### config.mk
export PLATFORM = sky130hd
export DESIGN_NAME = cache_bus_arbiter
export DESIGN_NICKNAME = d
export VERILOG_FILES = /design/src/rtl/cache_bus_arbiter.sv
export SDC_FILE = /design/constraint.sdc
export NUM_CORES = 1
export LEC_CHECK = 0
export ABC_AREA = 1
export CAP_MARGIN = 10
export CORE_MARGIN = 2
export CORE_UTILIZATION = 35
export CTS_BUF_LIST = sky130_fd_sc_hd__clkbuf_8
export DETAILED_ROUTE_END_ITERATION = 8
export PLACE_DENSITY = 0.78
export SLEW_MARGIN = 0
export SYNTH_ARGS = -nofsm -noshare
export SYNTH_HDL_FRONTEND = slang
export SYNTH_SLANG_ARGS = --single-unit
### constraint.sdc
create_clock -name clk -period 2 [get_ports clk]
set_input_delay 0.6 -clock clk [delete_from_list [all_inputs] [get_ports clk]]
set_output_delay 0.6 -clock clk [all_outputs]
set_load 0.01 [all_outputs]
### src/rtl/cache_bus_arbiter.sv
// Two-master round-robin arbiter sharing one memory bus between two cache controllers.
// Each command is latched at grant, held until mem_done, then followed by one turnaround cycle.
module cache_bus_arbiter #(
  parameter int unsigned ADDR_W  = 5,
  parameter int unsigned DATA_W  = 16,
  parameter int unsigned TIMEOUT = 64
) (
  input  logic              clk,
  input  logic              reset,
  // master 0
  input  logic              m0_rd,
  input  logic              m0_wr,
  input  logic [ADDR_W-1:0] m0_addr,
  input  logic [DATA_W-1:0] m0_dout,
  output logic [DATA_W-1:0] m0_din,
  output logic              m0_done,
  // master 1
  input  logic              m1_rd,
  input  logic              m1_wr,
  input  logic [ADDR_W-1:0] m1_addr,
  input  logic [DATA_W-1:0] m1_dout,
  output logic [DATA_W-1:0] m1_din,
  output logic              m1_done,
  // memory
  output logic              mem_rd,
  output logic              mem_wr,
  output logic [ADDR_W-1:0] mem_addr,
  output logic [DATA_W-1:0] mem_dout,
  input  logic [DATA_W-1:0] mem_din,
  input  logic              mem_done,
  // status
  output logic [1:0]        gnt,
  output logic              timeout_err
);

  localparam int unsigned CntW = $clog2(TIMEOUT);
  localparam logic [CntW-1:0] CntMax = CntW'(TIMEOUT - 1);

  typedef enum logic [1:0] {StIdle, StBusy, StTurn} state_e;

  state_e            state_q, state_d;
  logic [1:0]        gnt_q, gnt_d;
  logic              mem_rd_q, mem_rd_d;
  logic              mem_wr_q, mem_wr_d;
  logic [ADDR_W-1:0] mem_addr_q, mem_addr_d;
  logic [DATA_W-1:0] mem_dout_q, mem_dout_d;
  logic              last_owner_q, last_owner_d;
  logic [CntW-1:0]   cnt_q, cnt_d;
  logic              err_q, err_d;

  logic              req0, req1, win1;
  logic              sel_rd, sel_wr;
  logic [ADDR_W-1:0] sel_addr;
  logic [DATA_W-1:0] sel_dout;
  logic              busy;

  // Winner selection: a tie goes to whichever master did not own the bus last.
  always_comb begin
    req0     = m0_rd | m0_wr;
    req1     = m1_rd | m1_wr;
    win1     = (req0 & req1) ? ~last_owner_q : req1;
    sel_rd   = win1 ? m1_rd   : m0_rd;
    sel_wr   = win1 ? m1_wr   : m0_wr;
    sel_addr = win1 ? m1_addr : m0_addr;
    sel_dout = win1 ? m1_dout : m0_dout;
  end

  always_comb begin
    state_d      = state_q;
    gnt_d        = gnt_q;
    mem_rd_d     = mem_rd_q;
    mem_wr_d     = mem_wr_q;
    mem_addr_d   = mem_addr_q;
    mem_dout_d   = mem_dout_q;
    last_owner_d = last_owner_q;
    cnt_d        = cnt_q;
    err_d        = err_q;

    unique case (state_q)
      StIdle: begin
        if (req0 | req1) begin
          state_d    = StBusy;
          gnt_d      = win1 ? 2'b10 : 2'b01;
          // Write wins when a master raises both rd and wr.
          mem_wr_d   = sel_wr;
          mem_rd_d   = sel_rd & ~sel_wr;
          mem_addr_d = sel_addr;
          mem_dout_d = sel_dout;
          cnt_d      = '0;
        end
      end
      StBusy: begin
        if (mem_done) begin
          state_d      = StTurn;
          last_owner_d = gnt_q[1];
          mem_rd_d     = 1'b0;
          mem_wr_d     = 1'b0;
        end else begin
          if (cnt_q != CntMax) begin
            cnt_d = cnt_q + 1'b1;
          end
          // The watchdog only flags; the transaction keeps waiting for memory.
          if (cnt_d == CntMax) begin
            err_d = 1'b1;
          end
        end
      end
      StTurn: begin
        state_d    = StIdle;
        gnt_d      = 2'b00;
        mem_addr_d = '0;
        mem_dout_d = '0;
      end
      default: begin
        state_d = StIdle;
      end
    endcase
  end

  always_ff @(posedge clk or posedge reset) begin
    if (reset) begin
      state_q      <= StIdle;
      gnt_q        <= 2'b00;
      mem_rd_q     <= 1'b0;
      mem_wr_q     <= 1'b0;
      mem_addr_q   <= '0;
      mem_dout_q   <= '0;
      last_owner_q <= 1'b1;
      cnt_q        <= '0;
      err_q        <= 1'b0;
    end else begin
      state_q      <= state_d;
      gnt_q        <= gnt_d;
      mem_rd_q     <= mem_rd_d;
      mem_wr_q     <= mem_wr_d;
      mem_addr_q   <= mem_addr_d;
      mem_dout_q   <= mem_dout_d;
      last_owner_q <= last_owner_d;
      cnt_q        <= cnt_d;
      err_q        <= err_d;
    end
  end

  // Completion is only forwarded while a transaction is outstanding.
  always_comb begin
    busy        = (state_q == StBusy);
    m0_done     = mem_done & gnt_q[0] & busy;
    m1_done     = mem_done & gnt_q[1] & busy;
    m0_din      = gnt_q[0] ? mem_din : '0;
    m1_din      = gnt_q[1] ? mem_din : '0;
    mem_rd      = mem_rd_q;
    mem_wr      = mem_wr_q;
    mem_addr    = mem_addr_q;
    mem_dout    = mem_dout_q;
    gnt         = gnt_q;
    timeout_err = err_q;
  end

endmodule

## Word-level counts from Yosys, hierarchy flattened

Cells that the tools add are included.

| cells by class | value |
|---|---|
| shifts and indexed selects | 0 |
| magnitude comparators | 0 |
| add/sub/neg operators | 1 |
| bitwise gates (word level) | 12 |
| $mul | 0 |
| equal/unequal tests | 7 |
| divide/modulo/power cells | 0 |
| muxes and demuxes | 28 |
| reduce and logical (&&, ||, !) cells | 9 |

Operator list:

| kind | count |
|---|---|
| 16-bit 2-to-1 mux | 4 |
| 16-bit one-hot mux with 2 select lines | 1 |
| 6-bit 2-to-1 mux | 5 |
| 6-bit one-hot mux with 2 select lines | 1 |
| 5-bit 2-to-1 mux | 2 |
| 5-bit one-hot mux with 2 select lines | 1 |
| 3-bit AND reduction | 3 |
| 2-bit 2-to-1 mux | 4 |
| 2-bit one-hot mux with 2 select lines | 2 |
| 6-bit by 1-bit adder with 6-bit output (second input constant) | 1 |
| 1-bit AND | 6 |
| 6-bit == test (second input constant) | 1 |
| 1-bit 2-to-1 mux | 6 |
| 2-bit inequality test (second input constant) | 3 |
| 6-bit inequality test (second input constant) | 1 |
| 2-bit AND reduction | 3 |
| 1-bit one-hot mux with 2 select lines | 2 |
| 2-bit nonzero test | 2 |
| 1-bit NOT | 3 |
| 1-bit bitwise OR | 3 |
| 2-bit by 1-bit == test with 1-bit output (second input constant) | 1 |
| 2-bit == test (second input constant) | 1 |
| 2-bit zero test | 1 |

| storage, ports and cells | value |
|---|---|
| output and inout bits | 60 |
| word-level logic and storage cells | 66 |
| bits in registers | 35 |
| bits in read-only memories | 0 |
| input bits | 65 |
| memories | 0 |
| RAM bits | 0 |
| bits in latches | 0 |

## Logic depth before layout (Yosys ltp)

| logic depth | value |
|---|---|
| word-level depth | 8 |
| depth in mapped cells | 9 |
| gate-level depth less buffers | 9 |

## Worst setup path before layout

Ideal clock, no wire load.

| timing path | value |
|---|---|
| path type | reg-to-output |
| start | register gnt_q[0] (netlist: gnt[0]) |
| end | output m0_din[10] |
| setup slack | 0.340 ns |
| arrival | 1.060 ns |
| required time | 1.400 ns |
| stages on the path, launching flop included | 5 |
| cells stage by stage | dfrtp_1 > clkbuf_1 > clkbuf_1 > nand2_1 > inv_1 |

| between the ends | value |
|---|---|
| cells in the longest elaborated chain, start to end | 1 |

RTL lines:

| element | RTL line | RTL |
|---|---|---|
| start, declared | 42 | `logic [1:0] gnt_q, gnt_d;` |
| start signal, assigned | 133 | `gnt_q <= gnt_d;` |
| 16-bit 2-to-1 mux | 149 | `m0_din = gnt_q[0] ? mem_din : '0;` |
| end, declared | 15 | `output logic [DATA_W-1:0] m0_din,` |

Every way passes these cells.

## Final worst setup path

| timing path | value |
|---|---|
| start | input mem_din[5] |
| end | output m1_din[5] |

| between the ends | value |
|---|---|
| cells in the longest elaborated chain, start to end | 1 |

RTL lines:

| element | RTL line | RTL |
|---|---|---|
| start, declared | 29 | `input logic [DATA_W-1:0] mem_din,` |
| 16-bit 2-to-1 mux | 150 | `m1_din = gnt_q[1] ? mem_din : '0;` |
| end, declared | 22 | `output logic [DATA_W-1:0] m1_din,` |

Every way passes these cells.

==> metrics.csv <==
metric,value,unit
"Avg Cell Area, Syn",7.21,um2
CP peak stage delay,0.48,ns
Final Cell Area,0.00343,mm2
Slew Limit Fails,0,
Net Sw Frac,0.409,
final std cells w/o fill,495,
Tmin final,1.93,ns
Cells after Synth,287,
Max Fclk,0.517,GHz
DPL Wire Length,4430,um
startpoint types,input pin,
Worst Hold Depth,2,
Post-Synth XOR/XNOR Area,0.00846,
number of core rows,28,
full die area,0.00654,mm2
Util after Layout,0.590,
Vias/cell,4.53,
CP top delay family,buffers and inverters,
CTS tree,done,
CP max-delay cell,clkdlybuf4s50_1,
clk sink count,35,
sw power,1.69,mW
Core Box Area,0.00582,mm2
Final period util,0.967,
Ys Warns,0,
clk root buf,clkbuf_8,
Routed WL per cell,11.8,um
post-synthesis mux area share,0,
Compound-Gate Fraction of Synth Area,0.0568,
initial antenna violation count,0,
"setup slack, reg-to-reg",0.44,ns
Synth cell types,28,
first-pass GRT wire length,8950,um
"Cell Area, Placed",0.00346,mm2
post-synthesis adder-cell area fraction,0.00605,
fin nets,485,
peak supply drop,0.000622,V
RSZ-0062 raised after global routing,no,
cts bufs inserted,5,
Least-Margin Pin Slew,0.260,ns
simple-gate share of the synthesized area,0.369,
Placed Cells,486,
drt drc,0,
max-cap violations,0,
largest net degree at the start of global routing,36,
leakage power,1.91,nW
I/O Pins,125,
clk_lat worst skew,0.28,ns
DR iter-0 viols,71,
PwrDens,1200,mW/mm2
vias in the first global route,2049,
# diodes,0,
share of layout cells above drive strength 1,0.162,
hold crit path type,register to register,
GRT Util Overall,0.175,
outcome,"finished, final reports clean",
sequential area share after synthesis,0.424,
maximum buffer depth of the clock tree,2,
Die Ht,80.9,um
Final Setup Violations,0,
hold path start,mem_addr[4],
Mapped Nets,353,
Yosys reg bits,35,
Combinational Power Share,0.597,
Detail Route Antenna Nets,0,
slew margin rel.,0.827,
number of cells on the critical path,4,
R2R Path Start,cnt_q[0],
first-pass detailed-route iteration total,4,
R2R depth,7,
largest family of logic cells by synthesized area,simple AND/OR/NAND/NOR gates,
crit path max fanout,2,
CP required,1.40,ns
Congestion Overflow GR,0,
Clock Pin Slew Worst Setup and Hold Paths,0.07,ns
Starting Density,0.356,
Vias,2243,
port buffer count,124,
CTS Hold Bufs,0,
"Hold Violations, Final",0,
CP endpoint kind,primary output,
Fillers,515,
Pint,2.43,mW
Buf/Inv on CP,3,
total power,4.12,mW
H-tree depth,2,
arrival time worst endpoint,1.33,ns
Placer Congestion,0.794,
Routed WL,5830,um
WS Path Type,input pin to primary output,
DIE WIDTH,80.9,um
Seq pwr share,0.287,
area grow syn2layout,65.7,%
cell area after synthesis,0.00207,mm2
critical path startpoint,mem_din[5],
worst-path cell chain,clkdlybuf4s50_1 > nand2_1 > inv_1 > buf_2,
clock share of power,0.116,
skew final,0.00390,ns
## area by class of cell
| class | instances | area (um2) | share of cell area |
|---|---|---|---|
| clock buffer | 5 | 68.8 | 0.0201 |
| tap | 75 | 93.8 | 0.0274 |
| timing repair buffer | 136 | 1260 | 0.367 |
| clock inverter | 3 | 11.3 | 0.00328 |
| inverter | 54 | 203 | 0.0591 |
| sequential | 35 | 877 | 0.256 |
| multi-input combinational | 187 | 916 | 0.267 |
## tightest hold or removal path, delay by kind of cell, from the launching register on
family        cells  cell delay [ns]
simple gates      2             0.10
flops             1             0.34
## flip-flops by register name, indices dropped and copies added (netlist names)
signal,cells
mem_addr,5
last_owner_q,1
mem_wr,1
state_q,2
mem_rd,1
cnt_q,6
gnt,2
timeout_err,1
mem_dout,16
## synthesized netlist by cell type (all sizes together)
cell      n  area (um2)
xnor2     1        8.76
ha        1        12.5
o22ai     4        25.0
xor2      1        8.76
nor2     22         140
buf       7        63.8
nand2   112         435
a31oi     7        43.8
nand4     2        12.5
dfstp     1        26.3
inv      54         203
o21bai    1        7.51
dfrtp    34         851
o21ai     6        41.3
nand3    29         168
clkbuf    4        15.0
nand3b    1        7.51
## power groups by stage
stage | combinational, mW | clock, mW | sequential [mW]
2_1_floorplan | 1.23 | 0 | 1.29
3_3_place_gp | 2.58 | 0 | 1.18
3_5_place_dp | 2.61 | 0 | 1.19
5_1_grt | 2.71 | 0.535 | 1.22
4_1_cts | 2.55 | 0.500 | 1.18
6_report | 2.46 | 0.477 | 1.18
## path summary, 6_finish.rpt
check | endpoint
min in group asynchronous | mem_addr[0]
max reg2reg | timeout_err
min reg2reg | mem_addr[4]
max in group asynchronous | last_owner_q
min | mem_addr[4]
max | m1_din[5]
## metrics by stage
stage          worst slack, ns  hold slack, ns  setup TNS [ns]
4_1_cts               0.000738           0.486               0
5_1_grt                 0.0258           0.514               0
3_5_place_dp            -0.554           0.465          -11.45
3_3_place_gp            -0.536           0.449          -11.19
6_report                0.0663           0.481               0
2_1_floorplan            0.340           0.500               0
## routing by layer
layer | vias to the layer above | track usage | part of all wire
met3 | 14 | 0.0678 | 0.12
met1 | 1001 | 0.183 | 0.38
met4 | 0 | 0.0712 | 0.024
met5 | - | 0 | 0
met2 | 97 | 0.312 | 0.48
li1 | 1131 | - | -
## cell families after synthesis
family          after synthesis
buf+inv                      65
xor+xnor                      2
flops                        35
compound gates               18
fa+ha+maj                     1
simple gates                166
## timing repair
action                                  CTS  global route
resized for setup                        97            24
pin swaps                                 1             0
buffers inserted                          1             0
cloned                                    0             0
endpoints found under the setup margin   34            24
## layout by cell type, fill, tap and decap left out, types with 4 or more instances in the layout
master / n
nand2_1: 107
clkdlybuf4s50_1: 82
inv_1: 53
dfrtp_1: 34
nand3_1: 26
nor2_1: 15
buf_2: 15
clkbuf_2: 11
buf_4: 8
a31oi_1: 7
dlygate4sd2_1: 6
o21ai_0: 5
clkbuf_8: 5
nand2_2: 4
inv_2: 4
o22ai_1: 4
dlymetal6s2s_1: 4
clkdlybuf4s15_2: 4
buf_12: 4
Note: power is estimated with default switching activity, not from simulation.
